## src/rtl/spi_cfg_controller_pkg.sv

```systemverilog
// Shared definitions for the SPI configuration controller: command opcodes,
// FSM state encoding and the mixer register address map.
package spi_cfg_controller_pkg;

    localparam int ADDR_W = 6;

    localparam logic [1:0] OP_WR1     = 2'b00;
    localparam logic [1:0] OP_WRBURST = 2'b01;
    localparam logic [1:0] OP_COMMIT  = 2'b10;
    localparam logic [1:0] OP_RSVD    = 2'b11;

    typedef enum logic [1:0] {
        ST_IDLE = 2'd0,
        ST_CMD  = 2'd1,
        ST_DATA = 2'd2,
        ST_DROP = 2'd3
    } state_t;

    // Mixer register address map (first registers of the bank)
    localparam logic [ADDR_W-1:0] REG_MIX_CTRL   = 6'h00;
    localparam logic [ADDR_W-1:0] REG_MIX_ALPHA  = 6'h01;
    localparam logic [ADDR_W-1:0] REG_MIX_BGCOL  = 6'h02;
    localparam logic [ADDR_W-1:0] REG_MIX_LAYERS = 6'h03;

    function automatic logic [1:0] cmd_opcode(input logic [7:0] cmd);
        return cmd[7:6];
    endfunction

    function automatic logic [ADDR_W-1:0] cmd_addr(input logic [7:0] cmd);
        return cmd[ADDR_W-1:0];
    endfunction

endpackage

```

## src/rtl/spi_cfg_controller_bank.sv

```systemverilog
// Shadow/active configuration register bank. Writes go to the shadow copy;
// a commit copies the whole shadow bank into the active bank in one cycle.
module spi_cfg_bank
    import spi_cfg_controller_pkg::*;
#(
    parameter int                    NUM_REGS     = 16,
    parameter logic [NUM_REGS*8-1:0] RESET_VALUES = '0
) (
    input  logic                    i_clk,
    input  logic                    i_rst_n,
    input  logic                    i_wr_en,
    input  logic [ADDR_W-1:0]       i_wr_addr,
    input  logic [7:0]              i_wr_data,
    input  logic                    i_commit,
    output logic [NUM_REGS*8-1:0]   o_cfg_regs,
    output logic                    o_cfg_updated
);

    logic r_cfg_updated;

    genvar gi;
    generate
        for (gi = 0; gi < NUM_REGS; gi++) begin : g_reg
            logic [7:0] r_shadow;
            logic [7:0] r_active;
            logic       w_hit;

            assign w_hit = i_wr_en && (i_wr_addr == ADDR_W'(gi));

            // The copy samples r_shadow before a same-cycle write lands.
            always_ff @(posedge i_clk or negedge i_rst_n) begin
                if (!i_rst_n) begin
                    r_shadow <= RESET_VALUES[8*gi +: 8];
                    r_active <= RESET_VALUES[8*gi +: 8];
                end else begin
                    if (w_hit)
                        r_shadow <= i_wr_data;
                    if (i_commit)
                        r_active <= r_shadow;
                end
            end

            assign o_cfg_regs[8*gi +: 8] = r_active;
        end
    endgenerate

    always_ff @(posedge i_clk or negedge i_rst_n) begin
        if (!i_rst_n)
            r_cfg_updated <= 1'b0;
        else
            r_cfg_updated <= i_commit;
    end

    assign o_cfg_updated = r_cfg_updated;

endmodule

```

## src/rtl/spi_cfg_controller.sv

```systemverilog
// Decodes SPI frames (command byte + data bytes) into register writes on the
// shadow bank and commits shadow->active on a vsync rising edge.
module spi_cfg_controller
    import spi_cfg_controller_pkg::*;
#(
    parameter int                    NUM_REGS     = 16,
    parameter logic [NUM_REGS*8-1:0] RESET_VALUES = '0,
    parameter bit                    AUTO_COMMIT  = 1'b0
) (
    input  logic                    i_clk,
    input  logic                    i_rst_n,
    input  logic [7:0]              i_byte_in,
    input  logic                    i_byte_valid,
    input  logic                    i_spi_ss,
    input  logic                    i_vsync,
    output logic [NUM_REGS*8-1:0]   o_cfg_regs,
    output logic                    o_cfg_updated,
    output logic                    o_commit_pending,
    output logic                    o_busy,
    output logic [7:0]              o_err_count
);

    localparam logic [ADDR_W:0] NUM_REGS_W = (ADDR_W+1)'(NUM_REGS);

    logic              r_ss_meta;
    logic              r_ss_sync;
    logic              r_ss_q;
    logic              r_vsync_q;
    state_t            r_state;
    logic [ADDR_W-1:0] r_addr;
    logic              r_burst;
    logic              r_commit_pending;
    logic              r_dirty;
    logic [7:0]        r_err_count;

    logic              w_ss_fall;
    logic              w_ss_rise;
    logic              w_vsync_edge;
    logic              w_commit;
    logic              w_in_range;
    state_t            w_state_next;
    logic [ADDR_W-1:0] w_addr_next;
    logic              w_burst_next;
    logic              w_wr_en;
    logic              w_cmd_commit;
    logic              w_err;
    logic              w_pending_set;

    // Synchroniser resets to "selected" so a frame in flight at reset release is skipped.
    always_ff @(posedge i_clk or negedge i_rst_n) begin
        if (!i_rst_n) begin
            r_ss_meta <= 1'b0;
            r_ss_sync <= 1'b0;
            r_ss_q    <= 1'b0;
            r_vsync_q <= 1'b0;
        end else begin
            r_ss_meta <= i_spi_ss;
            r_ss_sync <= r_ss_meta;
            r_ss_q    <= r_ss_sync;
            r_vsync_q <= i_vsync;
        end
    end

    assign w_ss_fall    = r_ss_q & ~r_ss_sync;
    assign w_ss_rise    = ~r_ss_q & r_ss_sync;
    assign w_vsync_edge = i_vsync & ~r_vsync_q;
    assign w_commit     = w_vsync_edge & r_commit_pending;
    assign w_in_range   = {1'b0, r_addr} < NUM_REGS_W;

    always_comb begin
        w_state_next = r_state;
        w_addr_next  = r_addr;
        w_burst_next = r_burst;
        w_wr_en      = 1'b0;
        w_cmd_commit = 1'b0;
        w_err        = 1'b0;
        if (w_ss_rise) begin
            w_state_next = ST_IDLE;
        end else begin
            case (r_state)
                ST_IDLE: begin
                    if (w_ss_fall)
                        w_state_next = ST_CMD;
                end
                ST_CMD: begin
                    if (i_byte_valid) begin
                        case (cmd_opcode(i_byte_in))
                            OP_WR1, OP_WRBURST: begin
                                w_addr_next  = cmd_addr(i_byte_in);
                                w_burst_next = (cmd_opcode(i_byte_in) == OP_WRBURST);
                                w_state_next = ST_DATA;
                            end
                            OP_COMMIT: begin
                                w_cmd_commit = 1'b1;
                                w_state_next = ST_DROP;
                            end
                            default: begin
                                w_err        = 1'b1;
                                w_state_next = ST_DROP;
                            end
                        endcase
                    end
                end
                ST_DATA: begin
                    if (i_byte_valid) begin
                        if (w_in_range)
                            w_wr_en = 1'b1;
                        else
                            w_err = 1'b1;
                        if (r_burst)
                            w_addr_next = r_addr + 1'b1;
                        else
                            w_state_next = ST_DROP;
                    end
                end
                default: begin
                    w_state_next = r_state;
                end
            endcase
        end
    end

    assign w_pending_set = w_cmd_commit | (AUTO_COMMIT && w_ss_rise && r_dirty);

    // A new request in the commit cycle wins, so it waits for the next vsync edge.
    always_ff @(posedge i_clk or negedge i_rst_n) begin
        if (!i_rst_n) begin
            r_state          <= ST_IDLE;
            r_addr           <= '0;
            r_burst          <= 1'b0;
            r_commit_pending <= 1'b0;
            r_dirty          <= 1'b0;
            r_err_count      <= 8'd0;
        end else begin
            r_state <= w_state_next;
            r_addr  <= w_addr_next;
            r_burst <= w_burst_next;
            if (w_pending_set)
                r_commit_pending <= 1'b1;
            else if (w_commit)
                r_commit_pending <= 1'b0;
            if (w_wr_en)
                r_dirty <= 1'b1;
            else if (w_commit)
                r_dirty <= 1'b0;
            if (w_err && (r_err_count != 8'hFF))
                r_err_count <= r_err_count + 8'd1;
        end
    end

    spi_cfg_bank #(
        .NUM_REGS     (NUM_REGS),
        .RESET_VALUES (RESET_VALUES)
    ) u_bank (
        .i_clk         (i_clk),
        .i_rst_n       (i_rst_n),
        .i_wr_en       (w_wr_en),
        .i_wr_addr     (r_addr),
        .i_wr_data     (i_byte_in),
        .i_commit      (w_commit),
        .o_cfg_regs    (o_cfg_regs),
        .o_cfg_updated (o_cfg_updated)
    );

    assign o_commit_pending = r_commit_pending;
    assign o_busy           = (r_state != ST_IDLE);
    assign o_err_count      = r_err_count;

endmodule

```

## config.mk

```make
export PLATFORM = sky130hd
export DESIGN_NAME = spi_cfg_controller
export DESIGN_NICKNAME = d
export VERILOG_FILES = /design/src/rtl/spi_cfg_controller_pkg.sv /design/src/rtl/spi_cfg_controller_bank.sv /design/src/rtl/spi_cfg_controller.sv
export SDC_FILE = /design/constraint.sdc
export NUM_CORES = 1
export LEC_CHECK = 0
export CAP_MARGIN = 20
export CELL_PAD_IN_SITES_DETAIL_PLACEMENT = 1
export CELL_PAD_IN_SITES_GLOBAL_PLACEMENT = 1
export CORE_MARGIN = 2
export CORE_UTILIZATION = 28
export CTS_CLUSTER_DIAMETER = 30
export CTS_CLUSTER_SIZE = 14
export DETAILED_ROUTE_END_ITERATION = 7
export PLACE_DENSITY_LB_ADDON = 0.12
export SLEW_MARGIN = 20
export SYNTH_ARGS = -nofsm -noshare
export SYNTH_HDL_FRONTEND = slang
export SYNTH_SLANG_ARGS = --single-unit
```

## constraint.sdc

```tcl
create_clock -name i_clk -period 2.1 [get_ports i_clk]
set_input_delay 0.42 -clock i_clk [delete_from_list [all_inputs] [get_ports i_clk]]
set_output_delay 0.42 -clock i_clk [all_outputs]
set_load 0.03 [all_outputs]
```

Word level (Yosys, flattened, before mapping)

Index checks and enable logic that the tools add are counted.

Output and inout bits: 139
Logic and storage cells: 138
Memory bits (read-only): 0
Memory bits (writable): 0
Flip-flop bits (word level): 279
Memories: 0
Bits in latches: 0

Equal/unequal tests: 28
$mul: 0
Reduce and logical (&&, ||, !) cells: 29
Multiplexer cells: 28
$add $sub $neg: 2
Bitwise logic cells: 8
$lt $le $gt $ge: 1
Shift operators: 0
Div/mod/pow operators: 0

Operators with widths:

| operator                                                   | count |
|---|---|
| == test 6 x 4 -> 1 bit, second input constant              | 8 |
| == test 6 x 3 -> 1 bit, second input constant              | 4 |
| 2-to-1 mux 6 bit                                           | 4 |
| logical AND 1 bit                                          | 17 |
| 2-to-1 mux 1 bit                                           | 16 |
| == test 6 x 2 -> 1 bit, second input constant              | 2 |
| inequality test 3 bit, second input constant               | 4 |
| case mux 6 bit (2 select lines)                            | 1 |
| 2-to-1 mux 2 bit                                           | 5 |
| adder 8 x 1 -> 8 bit, second input constant                | 1 |
| inequality test 2 bit, second input constant               | 4 |
| inequality test 8 bit, second input constant               | 1 |
| adder 6 x 1 -> 6 bit, second input constant                | 1 |
| == test 6 x 1 -> 1 bit, second input constant              | 1 |
| zero test 6 bit                                            | 1 |
| less-than comparator 6 x 5 -> 1 bit, second input constant | 1 |
| case mux 2 bit (3 select lines)                            | 1 |
| AND reduction 6 bit                                        | 1 |
| nonzero test 2 bit                                         | 3 |
| AND reduction 5 bit                                        | 1 |
| AND 1 bit                                                  | 4 |
| == test 2 x 1 -> 1 bit, second input constant              | 2 |
| == test 2 bit, second input constant                       | 2 |
| zero test 2 bit                                            | 2 |
| other kinds (6)                                            | 9 |

Logic depth before layout (Yosys ltp)

Depth after elaboration: 7
Depth in mapped cells: 8
Mapped depth without buffers: 6

Hierarchy

From an unflattened synthesis, not the netlist that was laid out.

Cell total of the unflattened synthesis: 688
Area total of the unflattened synthesis: 10940.5 µm²

By module, submodules not included:

| module             | area each (µm²) | cells each | times used | seq. area each (µm²) |
|---|---|---|---|---|
| spi_cfg_bank       | 9683.0          | 564        | 1          | 6431.2 |
| spi_cfg_controller | 1257.5          | 124        | 1          | 550.5 |

Worst setup path before layout

No wires, ideal clock.

Path type: flip-flop to flip-flop
From: reg r_state[0]
To: reg u_bank.g_reg[0].r_shadow[0]
Arrival time: 1823 ps
Stages on the path, launching flop included: 9
Period minus slack after synthesis: 1948 ps
Setup slack: 152 ps
Path buffers: 2
Cell sequence: dfrtp_1 -> inv_1 -> ha_1 -> buf_6 -> nand2b_4 -> nand4bb_4 -> or3_1 -> buf_6 -> mux2_4

Word-level cells in the longest chain between the ends: 4

Ends and longest elaborated chain:

| item                     | RTL line                      | source |
|---|---|---|
| start: declaration       | spi_cfg_controller.sv:29      | `state_t r_state;` |
| start signal: assignment | spi_cfg_controller.sv:135     | `r_state <= w_state_next;` |
| == test 2 bit            | spi_cfg_controller.sv:80      | `case (r_state)` |
| 2-to-1 mux 1 bit         | spi_cfg_controller.sv:80      |  |
| 2-to-1 mux 1 bit         | spi_cfg_controller.sv:77      | `if (w_ss_rise) begin` |
| logical AND 1 bit        | spi_cfg_controller_bank.sv:28 | `assign w_hit = i_wr_en && (i_wr_addr == ADDR_W'(gi));` |
| end signal: assignment   | spi_cfg_controller_bank.sv:33 | `r_shadow <= RESET_VALUES[8*gi +: 8];` |
| end signal: assignment   | spi_cfg_controller_bank.sv:37 | `r_shadow <= i_wr_data;` |
| end: declaration         | spi_cfg_controller_bank.sv:24 | `logic [7:0] r_shadow;` |

Every way passes these cells.
A chain may end at the register's enable or synchronous reset.

Final worst setup path

From: reg u_bank.g_reg[5].r_active[6]
To: out o_cfg_regs[46]

RTL lines:

| item                     | RTL line                      | source |
|---|---|---|
| start: declaration       | spi_cfg_controller_bank.sv:25 | `logic [7:0] r_active;` |
| start signal: assignment | spi_cfg_controller_bank.sv:34 | `r_active <= RESET_VALUES[8*gi +: 8];` |
| start signal: assignment | spi_cfg_controller_bank.sv:39 | `r_active <= r_shadow;` |
| end: declaration         | spi_cfg_controller.sv:16      | `output logic [NUM_REGS*8-1:0] o_cfg_regs,` |

No word-level cell between the ends.

==> out/summary.txt <==
Placed cells: 1652
Avg Inst Size Synth: 11.4 um2
Post-Place Worst Slack: -0.221 ns
Status: finished clean
Routed WL per cell: 17.9 um
Worst-case vdd ir drop: 0.721 mV
End point of the worst hold path: r_ss_meta$_DFF_PN0_
Clock skew: 0.0181 ns
Max_cap viols: 0
Total Routed Length: 32000 um
Worst min-delay path class: primary input to flop
Worst setup margin: 0.0464 ns
WP data arrival: 1.63 ns
Pin count of the biggest net entering global routing: 62
Reg area: 6980 um2
Final #Nets: 1237
Input/output buffers: 151
Unique masters post-synth: 46
Worst-margin pin slew: 0.695 ns
Post-route setup TNS: 0 ns
Critical-path cell list: clkdlybuf4s50_1
N_diodes: 0
Clock Tree Buf Depth: 3
Final min period: 2.05 ns
Crit end category: output pin
Synthesized cell area: 11000 um2
Pwr Density: 1180 nW/um2
LEAKAGE: 8.51 nW
Placeable core area: 38800 um2
Die area: 41000 um2
CP required: 1.68 ns
Most frequent cells in the layout: 394 x nand2_1, 279 x dfrtp_1, 124 x mux2_2
Initial antenna violation count: 0
I/O pin count: 152
Crit path from: u_bank.g_reg[5].r_active[6]$_DFFE_PN0P_
H-tree depth: 3
Multiplexer area fraction after synthesis: 14.0%
Worst-path fanout max: 2
Final ANT Viol Nets: 0
1st-iter DRT viols: 229
Final period util: 97.8%
Area occupied by multi-input gates: 3860 um2
Root Buffer: clkbuf_16
Crit-path max cell delay: 0.69 ns
Post-synthesis xor/xnor area fraction: 0.397%
Synth Warn #: 0
Hpwl dp: 20100 um
Simple-gate share of the synthesized area: 17.0%
Critical R2R Capture: u_bank.g_reg[13].r_shadow[1]$_DFFE_PN0P_
Share of cells above drive strength 1: 27.3%
Fmax: 487 MHz
Register clock-pin slew on the reported worst setup and hold paths: 0.04 ns
Syn Inst Count: 971
Reg-to-reg startpoint: r_state[0]$_DFFE_PN0P_
Gr usage total: 16.3%
Num CTS Buffers: 77
GP Congestion: 0.714
Slowest-stage cell, CP: clkdlybuf4s50_1
Async SR Flop Fraction: 100%
First-pass GRT wire length: 51300 um
Clock sink count: 279
Post-CTS Setup Inserts: 0
Area growth, synth to finish: 48.0%
Setup slack, reg-to-reg: 0.13 ns
Slew Limit Headroom: 53.6%
First-pass iteration count of the detailed router: 4
# rows: 72
Setup violations, final: 0
Initial Util: 28.4%
Synth Area in Adders: 1.13%
Largest family of logic cells by synthesized area: simple AND/OR/NAND/NOR gates
Clk_lat worst skew: 0.57 ns
Critical path buffer and inverter count: 1
Post-route non-filler standard cell count: 1794
Via density: 4.38
Die X: 203 um
Cells on worst reg2reg path: 7
Hold_sp: i_spi_ss
Vias in the first global route: 8844
Post-synthesis sequential area ratio: 63.2%
Min-Delay Path Depth: 1
RSZ-0062 raised after global routing: true
Ys flop type: dfrtp_1
Setup crit start kind: flop
Flops & latches, synth: 279
Remaining Overflow, GRT: 0
Mapped Nets: 994
Final Hold Viols: 0
DRC Markers: 0
Crit path kind: flop to output pin
Max Slew Vio Count: 0
Leading cell type in the layout, fill and taps excluded: nand2_1
Vias: 7863
Number of flops mapped to enable cells by yosys: 0
Delay-heaviest family, CP: buffers and inverters
Synth Area in Compound Gates: 1.94%
Chip Height: 203 um
CTS tree: yes
Fill count: 4145
[Yosys cell counts (all sizes together) (3+ instances only)]
cell type | instances | area share [%]
a21oi | 4 | 0.18
inv | 16 | 0.54
nor3 | 6 | 0.37
ha | 10 | 1.1
nor2 | 13 | 0.58
nand3 | 10 | 0.59
nor3b | 3 | 0.25
mux2 | 132 | 14
mux2i | 3 | 0.27
nand2 | 400 | 14
nor4 | 3 | 0.17
buf | 11 | 0.57
o21ai | 7 | 0.32
dfrtp | 279 | 63
xor2 | 5 | 0.40
nand2b | 5 | 0.35
clkbuf | 35 | 1.2
o211ai | 4 | 0.27
[power breakdown]
group	internal [mW]	switching, mW
Clock	8.14	3.36
Combinational	0.790	1.12
Sequential	5.66	0.292
[cell families after synthesis]
group | count (synthesis)
AOI/OAI and AO/OA | 29
DFF | 279
and+or+nand+nor | 451
buffers and inverters | 62
adders and majority gates | 10
xor gates and xnor gates | 5
muxes | 135
[worst max-delay path by stage]
stage	cells past startpoint	slack, ns	end
finish	1	0.05	o_cfg_regs[46]
global route	7	-0.002	u_bank.g_reg[0].r_shadow[3]$_DFFE_PN0P_
floorplan	8	0.15	u_bank.g_reg[0].r_shadow[0]$_DFFE_PN0P_
global placement	6	-0.22	u_bank.g_reg[0].r_shadow[1]$_DFFE_PN0P_
CTS	1	0.0006	o_cfg_regs[103]
detailed placement	6	-0.22	u_bank.g_reg[0].r_shadow[2]$_DFFE_PN0P_
[through the flow]
| step | util, % | total power, mW | cell area, um2 | hold WS [ns] |
|---|---|---|---|---|
| 2_1_floorplan | - | 7.05 | 11000 | 0.124 |
| 3_3_place_gp | 35.3 | 7.93 | 13700 | 0.339 |
| 3_5_place_dp | 35.3 | 7.95 | 13700 | 0.341 |
| 4_1_cts | 41.9 | 19.6 | 16300 | 0.272 |
| 5_1_grt | 42.1 | 20.2 | 16300 | 0.272 |
| 6_report | 42.1 | 19.4 | 16300 | 0.296 |
[repair_timing]
action                                  4_1_cts  5_1_grt
resized for setup                            29       20
pin swaps                                     0        1
hold buffers                                  1        0
endpoints found under the setup margin       25      126
endpoints found under the hold margin        42        0
cloned                                        0        0
[layout make-up]
| type | count | area share (%) |
|---|---|---|
| sequential | 279 | 42.7 |
| clock inverter | 31 | 2.09 |
| clock buffer | 110 | 13.9 |
| multi-input combinational | 630 | 23.6 |
| inverter | 16 | 0.383 |
| tap | 518 | 3.97 |
| timing repair buffer | 210 | 13.4 |
[routing by layer]
layer  part of all wire [%]  wire (um)  up-vias  GRT usage, %
met5                      0          0        -             0
met4                    2.2        715        0          6.60
met3                    3.6       1160       53          3.55
met2                     48      15300      150          26.0
met1                     46      14800     3984          21.5
li1                       -          -     3676             -
[registers in the layout, summed over array words and instances (netlist names)]
register	count
u_bank.g.r_shadow	128
u_bank.g.r_active	128
r_ss_sync	1
r_vsync_q	1
r_burst	1
r_ss_meta	1
u_bank.o_cfg_updated	1
r_addr	6
r_ss_q	1
o_commit_pending	1
o_err_count	8
r_state	2
(Power assumes the default switching activity.)
